--- src/rtl/pipeline_hazard_ctrl_pkg.sv ---
// rtl/pipeline_hazard_ctrl_pkg.sv - shared state encoding and register-address width for the hazard controller
package pipeline_hazard_ctrl_pkg;

  localparam int REG_ADDR_W = 5;

  typedef enum logic [1:0] {
    RUN      = 2'd0,
    MEM_WAIT = 2'd1,
    ERROR    = 2'd2
  } state_t;

endpackage

--- src/rtl/pipeline_hazard_ctrl_hazard_detect.sv ---
// rtl/pipeline_hazard_ctrl_hazard_detect.sv - combinational load-use match of ID sources against EX destination
module hazard_detect
  import pipeline_hazard_ctrl_pkg::*;
(
  input  logic [REG_ADDR_W-1:0] R1_addr_ID,
  input  logic [REG_ADDR_W-1:0] R2_addr_ID,
  input  logic                  uses_R1_ID,
  input  logic                  uses_R2_ID,
  input  logic [REG_ADDR_W-1:0] R3_addr_EX,
  input  logic                  load_EX,
  output logic                  lu
);

  logic r1_match;
  logic r2_match;

  assign r1_match = uses_R1_ID && (R1_addr_ID == R3_addr_EX);
  assign r2_match = uses_R2_ID && (R2_addr_ID == R3_addr_EX);

  // x0 is hardwired to zero, so a load targeting it never produces a dependency
  assign lu = load_EX && (R3_addr_EX != '0) && (r1_match || r2_match);

endmodule

--- src/rtl/pipeline_hazard_ctrl.sv ---
// rtl/pipeline_hazard_ctrl.sv - stall/flush sequencer for the 5-stage pipeline with memory watchdog and stall counter
module pipeline_hazard_ctrl
  import pipeline_hazard_ctrl_pkg::*;
#(
  parameter int MEM_TIMEOUT = 15,
  parameter int TMR_W       = 4,
  parameter int CNT_W       = 16
) (
  input  logic                  clk,
  input  logic                  reset,
  input  logic [REG_ADDR_W-1:0] R1_addr_ID,
  input  logic [REG_ADDR_W-1:0] R2_addr_ID,
  input  logic                  uses_R1_ID,
  input  logic                  uses_R2_ID,
  input  logic [REG_ADDR_W-1:0] R3_addr_EX,
  input  logic                  load_EX,
  input  logic                  mem_req_MM,
  input  logic                  mem_ready,
  input  logic                  branch_taken_EX,
  output logic                  pc_en,
  output logic                  IF_en,
  output logic                  ID_en,
  output logic                  EX_en,
  output logic                  MM_en,
  output logic                  flush_IF,
  output logic                  flush_ID,
  output logic                  mem_timeout,
  output logic [CNT_W-1:0]      stall_count
);

  state_t             state;
  state_t             state_next;
  logic [TMR_W-1:0]   timer;
  logic [TMR_W-1:0]   timer_next;
  logic               timeout_next;
  logic               lu;
  logic               mw;
  logic               run_rules;

  hazard_detect u_hazard_detect (
    .R1_addr_ID (R1_addr_ID),
    .R2_addr_ID (R2_addr_ID),
    .uses_R1_ID (uses_R1_ID),
    .uses_R2_ID (uses_R2_ID),
    .R3_addr_EX (R3_addr_EX),
    .load_EX    (load_EX),
    .lu         (lu)
  );

  assign mw = mem_req_MM && !mem_ready;

  always_ff @(posedge clk or negedge reset) begin
    if (!reset) begin
      state       <= RUN;
      timer       <= '0;
      mem_timeout <= 1'b0;
      stall_count <= '0;
    end else begin
      state       <= state_next;
      timer       <= timer_next;
      mem_timeout <= timeout_next;
      if (!pc_en && (state != ERROR) && (stall_count != {CNT_W{1'b1}})) begin
        stall_count <= stall_count + CNT_W'(1);
      end
    end
  end

  always_comb begin
    state_next   = state;
    timer_next   = timer;
    timeout_next = mem_timeout;
    unique case (state)
      RUN: begin
        if (mw) begin
          state_next = MEM_WAIT;
          timer_next = TMR_W'(1);
        end
      end
      MEM_WAIT: begin
        if (mem_ready) begin
          state_next = RUN;
          timer_next = '0;
        end else if (timer == TMR_W'(MEM_TIMEOUT)) begin
          state_next   = ERROR;
          timeout_next = 1'b1;
        end else begin
          timer_next = timer + TMR_W'(1);
        end
      end
      default: begin
        state_next = ERROR;
      end
    endcase
  end

  // The release cycle out of MEM_WAIT resolves branch/load-use exactly as RUN would
  always_comb begin
    pc_en     = 1'b0;
    IF_en     = 1'b0;
    ID_en     = 1'b0;
    EX_en     = 1'b0;
    MM_en     = 1'b0;
    flush_IF  = 1'b0;
    flush_ID  = 1'b0;
    run_rules = 1'b0;
    unique case (state)
      RUN:      run_rules = !mw;
      MEM_WAIT: run_rules = mem_ready;
      default:  run_rules = 1'b0;
    endcase
    if (reset && run_rules) begin
      ID_en = 1'b1;
      EX_en = 1'b1;
      MM_en = 1'b1;
      if (branch_taken_EX) begin
        pc_en    = 1'b1;
        IF_en    = 1'b1;
        flush_IF = 1'b1;
        flush_ID = 1'b1;
      end else if (lu) begin
        flush_ID = 1'b1;
      end else begin
        pc_en = 1'b1;
        IF_en = 1'b1;
      end
    end
  end

endmodule

--- config.mk ---
export PLATFORM = sky130hd
export DESIGN_NAME = pipeline_hazard_ctrl
export DESIGN_NICKNAME = d
export VERILOG_FILES = /design/src/rtl/pipeline_hazard_ctrl_pkg.sv /design/src/rtl/pipeline_hazard_ctrl_hazard_detect.sv /design/src/rtl/pipeline_hazard_ctrl.sv
export SDC_FILE = /design/constraint.sdc
export NUM_CORES = 1
export LEC_CHECK = 0
export CELL_PAD_IN_SITES_DETAIL_PLACEMENT = 0
export CELL_PAD_IN_SITES_GLOBAL_PLACEMENT = 2
export CORE_ASPECT_RATIO = 2
export CORE_UTILIZATION = 28
export CTS_CLUSTER_SIZE = 24
export DETAILED_ROUTE_END_ITERATION = 12
export GPL_TIMING_DRIVEN = 0
export PLACE_DENSITY = 0.82
export SLEW_MARGIN = 20
export SYNTH_ARGS = -nofsm -noshare
export SYNTH_HDL_FRONTEND = slang
export SYNTH_SLANG_ARGS = --single-unit
--- constraint.sdc ---
create_clock -name clk -period 4.3 [get_ports clk]
set_input_delay 0.645 -clock clk [delete_from_list [all_inputs] [get_ports clk]]
set_output_delay 0.645 -clock clk [all_outputs]
set_load 0.03 [all_outputs]
# [Word level (Yosys, flattened, before mapping)]
# Cells that the tools add are included.
[totals] register_bits=23 latchBits=0 ram_bits=0 mem_bits_ro=0 inputBits=23 output_inout_bits=24 word_cells=52 n_memories=0
[op_classes] n_addsub=2 multipliers=0 div_mod_pow=0 order_cmp=0 n_eq_ne=9 n_shift=0 n_mux=18 n_bitwise=1 reduce_logical=18
[ops] op="adder 16 x 1 -> 16 bit, second input constant" count=1
[ops] op="!= test 16 bit, second input constant" count=1
[ops] op="two-way mux 4 bit" count=3
[ops] op="== test 5 bit" count=2
[ops] op="two-way mux 1 bit" count=9
[ops] op="logical AND 1 bit" count=8
[ops] op="case mux 4 bit (2 select lines)" count=1
[ops] op="two-way mux 2 bit" count=3
[ops] op="!= test 3 bit, second input constant" count=2
[ops] op="AND reduction 3 bit" count=2
[ops] op="nonzero test 5 bit" count=1
[ops] op="adder 4 x 1 -> 4 bit, second input constant" count=1
[ops] op="== test 4 bit, second input constant" count=1
[ops] op="!= test 2 bit, second input constant" count=2
[ops] op="case mux 2 bit (2 select lines)" count=1
[ops] op="zero test 1 bit" count=3
[ops] op="== test 2 x 1 -> 1 bit, second input constant" count=1
[ops] op="zero test 2 bit" count=1
[ops] op="case mux 1 bit (2 select lines)" count=1
[ops] op="AND reduction 2 bit" count=1
[ops] op="nonzero test 2 bit" count=1
[ops] op="logical OR 1 bit" count=1
[ops] op="NOT 1 bit" count=1

# [Longest topological paths before layout]
[logic_depth] depth_word=10 ltp_mapped=7 mapped_depth_nobuf=6

# [Hierarchy]
# From an unflattened synthesis, not the netlist that was laid out.
[unflattened] hier_cells=141 area_unflattened_um2=1367.6
[by_module_without_submodules] mod="pipeline_hazard_ctrl" n_inst=1 cells_each=124 area_each_um2=1233.7 seq_area_each_um2=575.6
[by_module_without_submodules] mod="hazard_detect" n_inst=1 cells_each=17 area_each_um2=133.9 seq_area_each_um2=0.0

# [Least setup slack after synthesis]
# Ideal clock, no wire load.
[synth_path] path_kind="in2out" startpoint="input R3_addr_EX[1]" endpoint="output pc_en" arrival_ps=1976 t_required_ps=3655 setup_slack_ps=1679 path_stages=5 path_buffers=1 cell_sequence="or4_1 > o21ai_2 > nor2_2 > a21boi_4 > buf_4"
[synth_between] elab_chain_len=7 word_cells_on_any_way=11 cone_classes="2 x eq/ne; 3 x mux; 6 x reduce/logical"
[synth_lines] item="start, declared" line_no="pipeline_hazard_ctrl.sv:15" text="input logic [REG_ADDR_W-1:0] R3_addr_EX,"
[synth_lines] item="== test 5 bit, on equally long branches" line_no="pipeline_hazard_ctrl_hazard_detect.sv:17, pipeline_hazard_ctrl_hazard_detect.sv:18"
[synth_lines] item="logical AND 1 bit, on equally long branches" line_no="pipeline_hazard_ctrl_hazard_detect.sv:17, pipeline_hazard_ctrl_hazard_detect.sv:18"
[synth_lines] item="logical OR 1 bit" line_no="pipeline_hazard_ctrl_hazard_detect.sv:21" text="assign lu = load_EX && (R3_addr_EX != '0) && (r1_match || r2_match);"
[synth_lines] item="logical AND 1 bit (*)" line_no="pipeline_hazard_ctrl_hazard_detect.sv:21"
[synth_lines] item="two-way mux 1 bit (*) (3 in a row)"
[synth_lines] item="end, declared" line_no="pipeline_hazard_ctrl.sv:20" text="output logic pc_en,"
# Mark *: on every way between the ends. The rest lies on a longest branch, timed or not.

# [Worst setup path after layout]
[layout_path] startpoint="input R3_addr_EX[1]" endpoint="output pc_en"
[layout_between] elab_chain_len=7 word_cells_on_any_way=11 cone_classes="2 x eq/ne; 3 x mux; 6 x reduce/logical"
[layout_lines] item="== test 5 bit, on equally long branches" line_no="pipeline_hazard_ctrl_hazard_detect.sv:17, pipeline_hazard_ctrl_hazard_detect.sv:18"
[layout_lines] item="logical AND 1 bit, on equally long branches" line_no="pipeline_hazard_ctrl_hazard_detect.sv:17, pipeline_hazard_ctrl_hazard_detect.sv:18"
[layout_lines] item="logical OR 1 bit" line_no="pipeline_hazard_ctrl_hazard_detect.sv:21"
[layout_lines] item="logical AND 1 bit (*)" line_no="pipeline_hazard_ctrl_hazard_detect.sv:21"
[layout_lines] item="two-way mux 1 bit (*)" line_no="pipeline_hazard_ctrl.sv:120" text="end else if (lu) begin"
[layout_lines] item="two-way mux 1 bit (*)" line_no="pipeline_hazard_ctrl.sv:115" text="if (branch_taken_EX) begin"
[layout_lines] item="two-way mux 1 bit (*)" line_no="pipeline_hazard_ctrl.sv:111" text="if (reset && run_rules) begin"
# Marked as above.

==> results.json <==
{
  "status": "complete, no violations",
  "antenna_found_initial": 0,
  "die-area_sq_um": 5040,
  "grt_max_degree": 25,
  "worst-path-buf-inv": 3,
  "clock-root-buffer": "clkbuf_8",
  "ant_nets": 0,
  "vias": 1179,
  "max-vdd-ir-drop_mv": 0.412,
  "ys_ff_latch": 23,
  "multi_input_area_sq_um": 714,
  "critical_path_peak_fanout": 7,
  "fin_tns_setup_ns": 0,
  "wire_per_inst_microns": 13.9,
  "synth_compound_area_share_pct": 7.72,
  "rsz0062_at_grt": "no",
  "ios": 47,
  "numCtsBuffers": 3,
  "synth_area_leaders": "dfrtp_1 (43%), xor2_1 (8.6%), xnor2_1 (7.3%)",
  "whs_ns": 0.353,
  "use_met2_pct": 27.7,
  "initial_core_util_pct": 28.9,
  "ys_seq_area_share_pct": 43.3,
  "p_comb_share_pct": 46.7,
  "pwr-share-clk_pct": 14.8,
  "p_sw_share_pct": 41.8,
  "synth_ff_type": "dfrtp_1",
  "worstSetupStartpointType": "primary input",
  "slew_headroom_pct": 64.2,
  "synth-xor-area-share_pct": 15.8,
  "synthTopCellsByCount": "dfrtp_1 (23), nand2_1 (15), xor2_1 (13), xnor2_1 (11), nor3_1 (9)",
  "grtUsageTotal_pct": 14.4,
  "overflow": 0,
  "path_cells": "clkdlybuf4s50_1 -> or4_1 -> o21ai_2 -> nor2_2 -> a21boi_4 -> buf_4 -> clkdlybuf4s50_1",
  "synth_fa_ha_area_share_pct": 1.88,
  "slowest_delay_ns": 0.65,
  "cts_buffer_depth": 2,
  "die_y_microns": 99.4,
  "n_fill_cell": 448,
  "hp-class": "primary input to asynchronous set/reset pin",
  "cts_setup_buffers": 0,
  "power.share.sequential_pct": 38.5,
  "grt_pass1_wl_microns": 5580,
  "synth-edff-count": 0,
  "nNetsFinal": 212,
  "crit_slowest_cell": "clkdlybuf4s50_1",
  "use_met1_pct": 15.0,
  "syn-cell-area_sq_um": 1330,
  "required_ns": 3.65,
  "fin_crit_sh_pct": 85.8,
  "drt_iter0_markers": 13,
  "hold_buffers": 0,
  "io_buffers": 46,
  "grt_pass1_vias": 1200,
  "drive_above_1_share_pct": 9.68,
  "synth.distinct_cells": 37,
  "cp.arrival_ns": 3.04,
  "clk-insertion-delay-late_ns": 0.26,
  "setup_viol_count_final": 0,
  "finalCriticalPeriod_ns": 3.69,
  "internal_power_uw": 531,
  "area_growth_pct": 42.8,
  "hold_viol_final": 0,
  "synth_top_family_by_area": "simple AND/OR/NAND/NOR gates",
  "yosysWarnings": 0,
  "synth.avg_cell_area_sq_um": 9.77,
  "power_uw": 911,
  "gp_congestion": 0.753,
  "hpwl_microns": 2580,
  "use_met3_pct": 2.60,
  "critPathCaptureType": "output port",
  "tritoncts": "yes",
  "cts_sinks": 23,
  "max_freq_ghz": 0.271,
  "cts-resized-gates": 0,
  "rows": 35,
  "max_cap_viol_count": 0,
  "vias_per_cell": 4.89,
  "dr.pass1.iters": 4,
  "antenna_cells": 0,
  "synth-simple-area-share_pct": 26.1,
  "yosysMostFrequentCell": "dfrtp_1",
  "worst-setup-path-type": "primary input to output port",
  "critPathTopFamily": "buffers and inverters",
  "core-area_sq_um": 4600,
  "drc": 0,
  "grt_most_used_layer": "met2",
  "p_per_area_nw_per_um2": 480,
  "htree_levels": 1,
  "synth_mux_area_share_pct": 2.26,
  "max_slew.worst_pin.slew_ns": 0.538,
  "skew_ns": 0.00350,
  "pre_cts_ws_ns": 0.122,
  "yosysTopAreaCellShare_pct": 43.3,
  "cp_common_cell": "clkdlybuf4s50_1",
  "seq_area_sq_um": 576,
  "switching_power_uw": 381,
  "synthCells": 136,
  "final_max_slew_viol_count": 0,
  "fin_cells": 241,
  "clk_pin_slew_worst_paths_ns": 0.08,
  "yosys.area.top_type": "dfrtp_1",
  "setup_ws_ns": 0.611,
  "p_leak_uw": 0.000752,
  "fp.dieW_microns": 50.7,
  "drt_wl_total_microns": 3350,
  "dp.cells": 237,
  "syn-num-nets": 161,
  "synthArstFlopShare_pct": 100
}
==> stage by stage <==
stage / util (%) / cell area (sq um)
finish: 41.3 / 1900
global placement: 40.4 / 1860
floorplan: - / 1330
global route: 41.3 / 1900
CTS: 41.4 / 1900
detailed placement: 40.4 / 1860
==> power groups by stage <==
stage               clock network, uW  registers [uW]  logic [uW]
floorplan                           0             445         146
global placement                    0             353         420
detailed placement                  0             355         429
CTS                               139             352         430
global route                      147             363         457
finish                            135             351         425
==> cell families after synthesis <==
family / count (synthesis)
adder cells (fa/ha/maj): 2
AND/OR/NAND/NOR: 64
XOR/XNOR: 24
AO/OA/AOI/OAI: 14
flip-flops: 23
buffers and inverters: 7
multiplexers: 2
==> layout make-up <==
class	count	share of cell area, %
clock buffers	4	2.37
well taps	55	3.63
repair buffers	46	24.0
plain buffers	4	1.45
inverters	3	0.593
flip-flops and latches	23	30.3
multi-input cells	106	37.6
==> path summary, 6_finish.rpt <==
path / startpoint / to / slack (ns) / cells past startpoint
min reg2reg: mem_timeout / mem_timeout / 0.47 / 1
max reg2reg: state[0] / stall_count[10] / 2.45 / 7
min: reset / stall_count[8] / 0.35 / 1
max in group asynchronous: reset / stall_count[3] / 3.58 / 1
max: R3_addr_EX[1] / pc_en / 0.61 / 7
min in group clk: mem_timeout / mem_timeout / 0.47 / 1
==> cell usage in the layout (no fill, tap or decap), types with 2 or more instances in the layout <==
master           instances
nand4_1                  5
buf_2                    2
xor2_1                  13
ha_1                     2
nand3_1                  7
o21ai_0                  5
buf_4                    3
xnor2_1                 11
nor2_1                   7
mux2_4                   2
nor4_1                   3
nor3b_1                  4
nand2b_1                 2
nor2_2                   2
nor3_1                   9
clkdlybuf4s50_1         45
inv_1                    3
dfrtp_1                 23
clkbuf_8                 3
nand2_1                 15
==> worst register-to-register path, cell delays in order (launching register included) <==
cell and delay, ns:
dfrtp_1 0.43, o21bai_1 0.18, and3b_1 0.19, buf_2 0.17, nor2_1 0.07, a21oi_2 0.37, nor3_1 0.14, xor2_1 0.16
==> registers in the layout (all words and copies together), names as in the netlist <==
name         count
timer            4
stall_count     16
state            2
mem_timeout      1
==> metal layers <==
layer,vias up,wire [microns]
met4,0,26
met1,563,1300
met3,2,201
met2,40,1830
li1,574,-
met5,-,0
Note: power is estimated with default switching activity, not from simulation.
